==> src/rtl/instr_fetch_queue.sv <==
// Instruction fetch front end: sequential word fetch over a req/ack memory port,
// DEPTH-entry {pc, instr} queue, redirect flush. `FETCH_PERF_CNT_EN adds perf counters.
module instr_fetch_queue #(
    parameter int          DEPTH    = 4,
    parameter logic [31:0] RESET_PC = 32'h0000_0000
) (
    input  logic        clk_i,
    input  logic        rst_i,
    input  logic        start_i,
    input  logic        redirect_i,
    input  logic [31:0] redirect_pc_i,
    input  logic        stall_i,
    output logic        valid_o,
    output logic [31:0] instr_o,
    output logic [31:0] pc_o,
    output logic        mem_req_o,
    output logic [31:0] mem_addr_o,
    input  logic        mem_ack_i,
    input  logic [31:0] mem_data_i,
    output logic [31:0] perf_fetched_o,
    output logic [31:0] perf_flushed_o,
    output logic [1:0]  state_o
);
    localparam int            PW      = (DEPTH > 1) ? $clog2(DEPTH) : 1;
    localparam int            CW      = $clog2(DEPTH + 1);
    localparam logic [CW-1:0] DEPTH_C = CW'(DEPTH);

    typedef enum logic [1:0] {
        IDLE    = 2'd0,
        FETCH   = 2'd1,
        FULL    = 2'd2,
        DISCARD = 2'd3
    } state_t;

    state_t        state_q, state_d;
    logic [CW-1:0] count_q, count_d, count_np;
    logic [PW-1:0] rd_ptr_q, rd_ptr_d, wr_ptr_q, wr_ptr_d, rd_next;
    logic [31:0]   addr_q, addr_d, target_q, target_d;
    logic [31:0]   instr_q, instr_d, pc_q, pc_d;
    logic          req_q;
    logic [31:0]   instr_mem_q [DEPTH];
    logic [31:0]   pc_mem_q    [DEPTH];
    logic          ack, pop, push, can_issue;
    logic [31:0]   redir_pc;

    // Memory handshake: mem_req_o and mem_addr_o stay stable from the cycle the request
    // is raised until the cycle mem_ack_i=1 (that cycle included, data valid with ack);
    // an ack while mem_req_o=0 is ignored, and only one request is ever outstanding.
    assign ack       = req_q && mem_ack_i;
    assign pop       = (count_q != '0) && !stall_i;
    assign push      = ack && (state_q == FETCH);
    assign count_np  = count_q + CW'(push) - CW'(pop);
    assign can_issue = start_i && (count_np < DEPTH_C);
    assign rd_next   = rd_ptr_q + PW'(pop);
    assign redir_pc  = redirect_pc_i & 32'hFFFF_FFFC;

    always_comb begin
        state_d  = state_q;
        count_d  = count_q;
        rd_ptr_d = rd_ptr_q;
        wr_ptr_d = wr_ptr_q;
        addr_d   = addr_q;
        target_d = target_q;
        instr_d  = instr_q;
        pc_d     = pc_q;
        if (redirect_i) begin
            count_d  = '0;
            rd_ptr_d = '0;
            wr_ptr_d = '0;
            case (state_q)
                FETCH, DISCARD: begin
                    if (ack) begin
                        addr_d  = redir_pc;
                        state_d = start_i ? FETCH : IDLE;
                    end else begin
                        // Old request must still complete; remember where to go afterwards.
                        target_d = redir_pc;
                        state_d  = DISCARD;
                    end
                end
                default: begin
                    addr_d  = redir_pc;
                    state_d = start_i ? FETCH : IDLE;
                end
            endcase
        end else begin
            count_d  = count_np;
            rd_ptr_d = rd_next;
            wr_ptr_d = wr_ptr_q + PW'(push);
            if (push) addr_d = addr_q + 32'd4;
            // Head register: bypass the incoming word when it becomes the new head.
            if (push && (count_q == CW'(pop))) begin
                instr_d = mem_data_i;
                pc_d    = addr_q;
            end else if (count_np != '0) begin
                instr_d = instr_mem_q[rd_next];
                pc_d    = pc_mem_q[rd_next];
            end
            case (state_q)
                IDLE: begin
                    if (can_issue) state_d = FETCH;
                end
                FETCH: begin
                    if (ack) state_d = can_issue ? FETCH : (start_i ? FULL : IDLE);
                end
                FULL: begin
                    if (can_issue)     state_d = FETCH;
                    else if (!start_i) state_d = IDLE;
                end
                default: begin
                    if (ack) begin
                        addr_d  = target_q;
                        state_d = start_i ? FETCH : IDLE;
                    end
                end
            endcase
        end
    end

    always_ff @(posedge clk_i or posedge rst_i) begin
        if (rst_i) begin
            state_q  <= IDLE;
            count_q  <= '0;
            rd_ptr_q <= '0;
            wr_ptr_q <= '0;
            addr_q   <= RESET_PC;
            target_q <= RESET_PC;
            instr_q  <= '0;
            pc_q     <= '0;
            req_q    <= 1'b0;
        end else begin
            state_q  <= state_d;
            count_q  <= count_d;
            rd_ptr_q <= rd_ptr_d;
            wr_ptr_q <= wr_ptr_d;
            addr_q   <= addr_d;
            target_q <= target_d;
            instr_q  <= instr_d;
            pc_q     <= pc_d;
            req_q    <= (state_d == FETCH) || (state_d == DISCARD);
        end
    end

    always_ff @(posedge clk_i) begin
        if (push && !redirect_i) begin
            instr_mem_q[wr_ptr_q] <= mem_data_i;
            pc_mem_q[wr_ptr_q]    <= addr_q;
        end
    end

`ifdef FETCH_PERF_CNT_EN
    logic [31:0] fetched_q, flushed_q, flush_inc;

    // Cleared entries on redirect, plus the returning word when it is thrown away.
    assign flush_inc = (redirect_i ? 32'(count_q) : 32'd0)
                     + 32'(ack && (redirect_i || (state_q == DISCARD)));

    always_ff @(posedge clk_i or posedge rst_i) begin
        if (rst_i) begin
            fetched_q <= '0;
            flushed_q <= '0;
        end else begin
            fetched_q <= fetched_q + 32'(push && !redirect_i);
            flushed_q <= flushed_q + flush_inc;
        end
    end

    assign perf_fetched_o = fetched_q;
    assign perf_flushed_o = flushed_q;
`else
    assign perf_fetched_o = '0;
    assign perf_flushed_o = '0;
`endif

    assign valid_o    = (count_q != '0);
    assign instr_o    = instr_q;
    assign pc_o       = pc_q;
    assign mem_req_o  = req_q;
    assign mem_addr_o = addr_q;
    assign state_o    = state_q;

endmodule

==> config.mk <==
export PLATFORM = sky130hd
export DESIGN_NAME = instr_fetch_queue
export DESIGN_NICKNAME = d
export VERILOG_FILES = /design/src/rtl/instr_fetch_queue.sv
export SDC_FILE = /design/constraint.sdc
export NUM_CORES = 1
export LEC_CHECK = 0
export BUFFER_PORTS_ARGS = -buffer_cell sky130_fd_sc_hd__buf_2
export CAP_MARGIN = 40
export CORE_MARGIN = 2
export CORE_UTILIZATION = 25
export CTS_CLUSTER_DIAMETER = 200
export DETAILED_ROUTE_END_ITERATION = 16
export GPL_ROUTABILITY_DRIVEN = 0
export PLACE_DENSITY_LB_ADDON = 0.12
export SYNTH_ARGS = -nofsm -noshare
export SYNTH_HDL_FRONTEND = slang
export SYNTH_SLANG_ARGS = --single-unit
export TNS_END_PERCENT = 100
==> constraint.sdc <==
create_clock -name clk_i -period 9.2 [get_ports clk_i]
set_clock_uncertainty 0.15 [all_clocks]
set_input_delay 1.84 -clock clk_i [delete_from_list [all_inputs] [get_ports clk_i]]
set_output_delay 1.84 -clock clk_i [all_outputs]
set_load 0.02 [all_outputs]
==> results of run 1 <==
## worst max-delay path: cells and delay by family
family | cells | cell delay [ps]
and+or+nand+nor | 1 | 180
AOI/OAI and AO/OA | 2 | 1010
adders and majority gates | 3 | 980
buffers and inverters | 7 | 1430
## power groups by stage
stage / registers [mW] / logic, mW / clock network (mW)
4_1_cts: 2.62 / 2.30 / 1.95
3_5_place_dp: 2.65 / 2.30 / 0
2_1_floorplan: 2.75 / 1.33 / 0
5_1_grt: 2.67 / 2.47 / 2.02
3_3_place_gp: 2.64 / 2.21 / 0
6_report: 2.61 / 2.23 / 1.88
## flip-flops by register name, indices dropped and copies added, names as in the netlist
name,cells
state_o,1
pc_o,30
target_q,30
instr_o,32
mem_addr_o,30
wr_ptr_q,2
mem_req_o,1
count_q,3
pc_mem_q,120
rd_ptr_q,2
instr_mem_q,128
## cells by family (layout without fill, tap and decap cells)
family,after synthesis,count (layout)
fa+ha+maj,6,6
compound gates,304,304
simple gates,189,189
buf+inv,160,295
flops,379,379
xor+xnor,14,14
other cells,1,69
mux,153,153
## final timing paths
kind	slack, ps	startpoint	cells past startpoint	to
max	3930	mem_ack_i	13	instr_o[22]
min	320	instr_o[15]	2	instr_o[15]
max reg2reg	4780	mem_req_o	12	instr_o[22]
min reg2reg	320	instr_o[15]	2	instr_o[15]
max in group asynchronous	6640	rst_i	5	target_q[6]
min in group asynchronous	1060	rst_i	2	instr_o[7]
## area by class of cell
cell class / count / share of cell area
inverters: 15 / 0.00322
multi-input cells: 734 / 0.248
clock inverters: 18 / 0.0111
clock buffers: 69 / 0.0695
repair buffers: 193 / 0.0622
well taps: 855 / 0.0550
diodes: 1 / 0.000129
flip-flops and latches: 379 / 0.551
## per-layer routing
| metal | vias to the layer above | share of wire |
|---|---|---|
| met3 | 71 | 0.046 |
| met1 | 5110 | 0.46 |
| met4 | 0 | 0.022 |
| met2 | 198 | 0.47 |
| li1 | 4767 | - |
| met5 | - | 0 |
## cell usage after synthesis, drive strengths merged (2+ instances only)
library cell	n	area [sq um]
a221oi	12	105
a21o	4	30.0
nand2b	3	18.8
a22o	3	26.3
nand3b	3	22.5
a31oi	2	12.5
nor3b	2	15.0
mux2	27	304
o211ai	2	15.0
a21oi	81	405
nand4	15	93.8
buf	114	798
or3	2	12.5
o21ai	99	499
nor4	3	25.0
or2	2	12.5
inv	14	52.6
nor2	28	113
mux2i	126	1260
and4	6	52.6
nand2	88	330
xor2	8	70.1
o22ai	73	457
a31o	2	17.5
a22oi	8	60.1
o32ai	2	17.5
dfrtp	131	3280
clkbuf	31	119
and3	7	43.8
edfxtp	248	7450
xnor2	6	52.6
nor2b	4	25.0
nor3	7	35.0
and2	3	18.8
ha	5	62.6
nand3	11	55.1
a211o	2	17.5
o31ai	2	15.0
==> results_dict.tcl, run 1 <==
set metrics [dict create \
    outcome "complete, no violations" \
    grt.overflow.total 0 \
    cts_tree "built" \
    viasPerCell 4.48 \
    grt_max_degree 115 \
    synth_cells 1206 \
    drc 0 \
    track_usage 0.135 \
    cts-htree-levels 2 \
    hpwl_um 27100 \
    synthAdderAreaFrac 0.00510 \
    register_area_sq_um 10700 \
    clock_sinks 379 \
    ir_worst_vdd_uv 196 \
    path_clk_slew_ps 60 \
    first_pass_iters 4 \
    ctsResizeCount 0 \
    path_cells "buf_2 -> and3b_1 -> buf_4 -> clkinv_2 -> ha_1 -> inv_1 -> ha_1 -> inv_1 -> fa_1 -> inv_1 -> o41ai_4 -> buf_12 -> o21ai_0" \
    synth_compound_area_frac 0.112 \
    nNetsFinal 1446 \
    synth_edf_count 248 \
    pwr-share-clk 0.280 \
    synth_top_family_by_area "compound AO/OA/AOI/OAI gates" \
    ant_nets 0 \
    finalHoldViolCount 0 \
    hp-class "reg2reg" \
    met2_usage 0.220 \
    wl_per_cell_um 20.2 \
    rows 93 \
    port_buffers 163 \
    syn-cell-area_sq_um 16200 \
    crit_path_frequent_cell "inv_1" \
    crit_type "in2reg" \
    cts_buffers 47 \
    clockRootBuffer "clkbuf_16" \
    drive_gt1_frac 0.219 \
    slew_viol_final 0 \
    antenna_found_initial 1 \
    dieArea_sq_um 66900 \
    layout.cells.non_filler 2264 \
    cts_hold_buf 0 \
    fillCellCount 6592 \
    grt_pass1_wl_um 68300 \
    startpoint_type "primary input" \
    placeableCoreArea_sq_um 64200 \
    vias 10100 \
    area_delta_synth_final_pct 20.1 \
    whs_ps 322 \
    path_max_fanout 114 \
    multi_input_area_sq_um 4820 \
    synth_xor_area_frac 0.00757 \
    final_cell_mix "edfxtp_1 (248), buf_2 (163), dfrtp_1 (131)" \
    dpl_worst_slack_ps 3290 \
    power_frac_seq 0.388 \
    start_util 0.252 \
    p_comb_frac 0.332 \
    setup_violations 0 \
    netSwitchingPower_mw 2.51 \
    grt_pass1_vias 10500 \
    use_met1 0.182 \
    post-route-util 0.303 \
    ioPinCount 234 \
    cp_slowest_cell "o41ai_4" \
    yosys_warnings 0 \
    cp.arrival_ps 5540 \
    drtIter0Drc 443 \
    fin_ws_ps 3930 \
    worstMarginPinSlew_ps 882 \
    wirelength_um 45700 \
    async_flop_share 0.346 \
    die_w_um 259 \
    setup-tns-final_ps 0 \
    maxCapViolations 0 \
    synth_simple_gate_area_frac 0.0566 \
    use_met3 0.0276 \
    p_leak_nw 7.19 \
    postSynthAreaPerCell_sq_um 13.4 \
    postPlaceCellArea_sq_um 17900 \
    cts_max_path_buffers 3 \
    dieHeight_um 259 \
    grt-busiest-layer "met2" \
    synthFlopType "edfxtp_1" \
    internal_power_mw 4.21 \
    swShare 0.373 \
    ys_seq_elements 379 \
    fin_crit_ps 5270 \
    power_density_nw_per_um2 345 \
    cp_slowest_stage_delay_ps 820 \
    synth.area.mux_share 0.0966 \
    total_power_mw 6.72 \
    slew_headroom 0.412 \
    synth_cell_types 66 \
    post-cts-setup-buffers 0 \
    fmax_ghz 0.190 \
    mostFrequentLayoutCell "edfxtp_1" \
    clkLatencyLatePin_ps 570 \
    finalCritPeriodShare 0.573 \
    stdcell_area_sq_um 19500 \
    dp.cells 2176 \
    critPathCaptureType "flop" \
    rsz0062_at_grt "no" \
    crit_required_ps 9470 \
    ys_seq_area_frac 0.662 \
]
Power figures use the tool's default switching activity.
==> inputs of run 2 (changes only) <==
ABC_AREA = 1   (was not set)
clock period = 5 ns   (was 9.2 ns; I/O delays follow)
==> results_dict.tcl, run 2 <==
set metrics [dict create \
    ys_seq_elements 379 \
    drive_gt1_frac 0.141 \
    placeableCoreArea_sq_um 68500 \
    hp-class "in2async" \
    ys_top_cells_by_count "nand2_1 (896), edfxtp_1 (248), dfrtp_1 (131)" \
    dieArea_sq_um 71100 \
    dieHeight_um 267 \
    ctsResizeCount 0 \
    final_cell_mix "nand2_1 (895), edfxtp_1 (248), buf_2 (163)" \
    register_area_sq_um 10700 \
    start_util 0.252 \
    finalCritPeriodShare 0.730 \
    rows 96 \
    postSynthAreaPerCell_sq_um 9.36 \
    cts_hold_buf 0 \
    synth_top_cell_by_area "edfxtp_1" \
    dpl_worst_slack_ps 740 \
    fmax_ghz 0.274 \
    fin_crit_ps 3650 \
    worstMarginPinSlew_ps 773 \
    cp_slowest_stage_delay_ps 460 \
    first_pass_iters 4 \
    setup_violations 0 \
    clockRootBuffer "clkbuf_16" \
    async_flop_share 0.346 \
    path_max_fanout 24 \
    cts_tree "built" \
    ant_nets 0 \
    track_usage 0.146 \
    power_density_nw_per_um2 639 \
    ir_worst_vdd_uv 337 \
    clkLatencyLatePin_ps 580 \
    port_buffers 163 \
    nNetsFinal 2077 \
    path_clk_slew_ps 60 \
    largest_reg_flops 128 \
    cts-htree-levels 2 \
    clock_sinks 379 \
    cts_buffers 46 \
    grt_pass1_wl_um 78100 \
    synth_area_leaders "edfxtp_1 (43%), nand2_1 (19%), dfrtp_1 (19%), buf_4 (3.1%), mux2i_1 (2.2%)" \
    slew_viol_final 0 \
    wl_per_cell_um 17.7 \
    syn-cell-area_sq_um 17300 \
    grt_max_degree 60 \
    path_cells "buf_2 -> nand2_2 -> inv_1 -> nand2_1 -> ha_1 -> inv_1 -> ha_1 -> inv_1 -> fa_1 -> xor2_1 -> nand4_1 -> nand2_4 -> inv_2 -> nand2_1 -> nand2_1" \
    synthFlopType "edfxtp_1" \
    cp.arrival_ps 3960 \
    synth_edf_count 248 \
    viasPerCell 4.28 \
    regMostFlops "instr_mem_q" \
    total_power_mw 13.1 \
    mostFrequentLayoutCell "nand2_1" \
    cp_slowest_cell "xor2_1" \
    startpoint_type "primary input" \
    layout.cells.non_filler 2921 \
    hpwl_um 32400 \
    whs_ps 253 \
    p_leak_nw 9.30 \
    synth_cell_types 32 \
    synth_top_area_frac 0.432 \
    drtIter0Drc 611 \
    grt_pass1_vias 12300 \
    ys_seq_area_frac 0.622 \
    setup-tns-final_ps 0 \
    die_w_um 267 \
    drc 0 \
    wirelength_um 51600 \
    antenna_found_initial 1 \
    yosysMostFrequentCell "nand2_1" \
    synth_cells 1844 \
    slew_headroom 0.484 \
    dp.cells 2835 \
    critPathCaptureType "flop" \
    vias 12500 \
    finalHoldViolCount 0 \
    ioPinCount 234 \
    crit_required_ps 5310 \
    fin_ws_ps 1350 \
    grt.overflow.total 0 \
    rsz0062_at_grt "no" \
    post-cts-setup-buffers 0 \
    yosys_warnings 0 \
    maxCapViolations 0 \
    outcome "complete, no violations" \
    area_delta_synth_final_pct 19.2 \
    crit_type "in2reg" \
    insertedDiodeCount 0 \
    fillCellCount 7212 \
    multi_input_area_sq_um 5660 \
    cts_max_path_buffers 3 \
]
[run 2: cell types whose count changed in the layout (fill, tap and decap cells not counted), sizes merged, moves of 7 or more]
cell	change
nand2	+809
mux2i	-88
o22ai	-70
inv	+65
nor2	+31
a21oi	-27
mux2	-18
o21ai	+18
nand3	+15
nand4	-13
a221oi	-12
and3	-7
[run 2: layout make-up]
cell class / count / area share
Inverter: 79 / 0.0148
Clock buffer: 70 / 0.0633
Sequential cell: 379 / 0.521
Tap cell: 882 / 0.0537
Timing Repair Buffer: 194 / 0.0603
Clock inverter: 16 / 0.0111
Multi-Input combinational cell: 1301 / 0.275
[run 2: path summary, 6_finish.rpt]
| path | cells past startpoint | slack, ps | from | end |
|---|---|---|---|---|
| max | 15 | 1350 | mem_ack_i | pc_o[9] |
| min | 2 | 250 | rst_i | instr_o[26] |
| max reg2reg | 14 | 1400 | mem_req_o | pc_o[9] |
| min reg2reg | 2 | 320 | pc_o[26] | pc_o[26] |
| max in group asynchronous | 4 | 3430 | rst_i | pc_o[20] |
| min in group clk_i | 2 | 320 | pc_o[26] | pc_o[26] |
[run 2: metrics by stage]
step / utilization / instance area [sq um]
final: 0.300 / 20600
after global routing: 0.300 / 20600
after CTS: 0.300 / 20600
after detailed placement: 0.278 / 19000
after global placement: 0.276 / 18900
after floorplan: - / 17500
[run 2: logic make-up after synthesis]
group / count (synthesis) / share of synthesized area
compound gates: 184 / 0.0550
xor+xnor: 6 / 0.00348
fa+ha+maj: 6 / 0.00479
buf+inv: 231 / 0.0681
flops: 379 / 0.622
mux: 47 / 0.0279
other cells: 1 / 0.000217
simple gates: 990 / 0.219
[run 2: routing by layer]
metal,global-route usage,wire (um),part of all wire
met1,0.195,23700,0.46
met2,0.238,23900,0.46
met3,0.0316,2780,0.054
met4,0.0410,1230,0.024
met5,0,13,0.00025
[run 2: worst max-delay path: cells and delay by family]
family,cells,cell delay (ps)
adder cells (fa/ha/maj),3,820
AND/OR/NAND/NOR,6,1030
XOR/XNOR,1,460
buffers and inverters,5,610
[run 2: power breakdown]
group          internal, mW  leakage [nW]  total, mW  switching [mW]
clock                  2.06         0.741       3.40            1.34
sequential             4.09          3.88       4.76           0.665
combinational          1.57          4.68       4.97            3.40
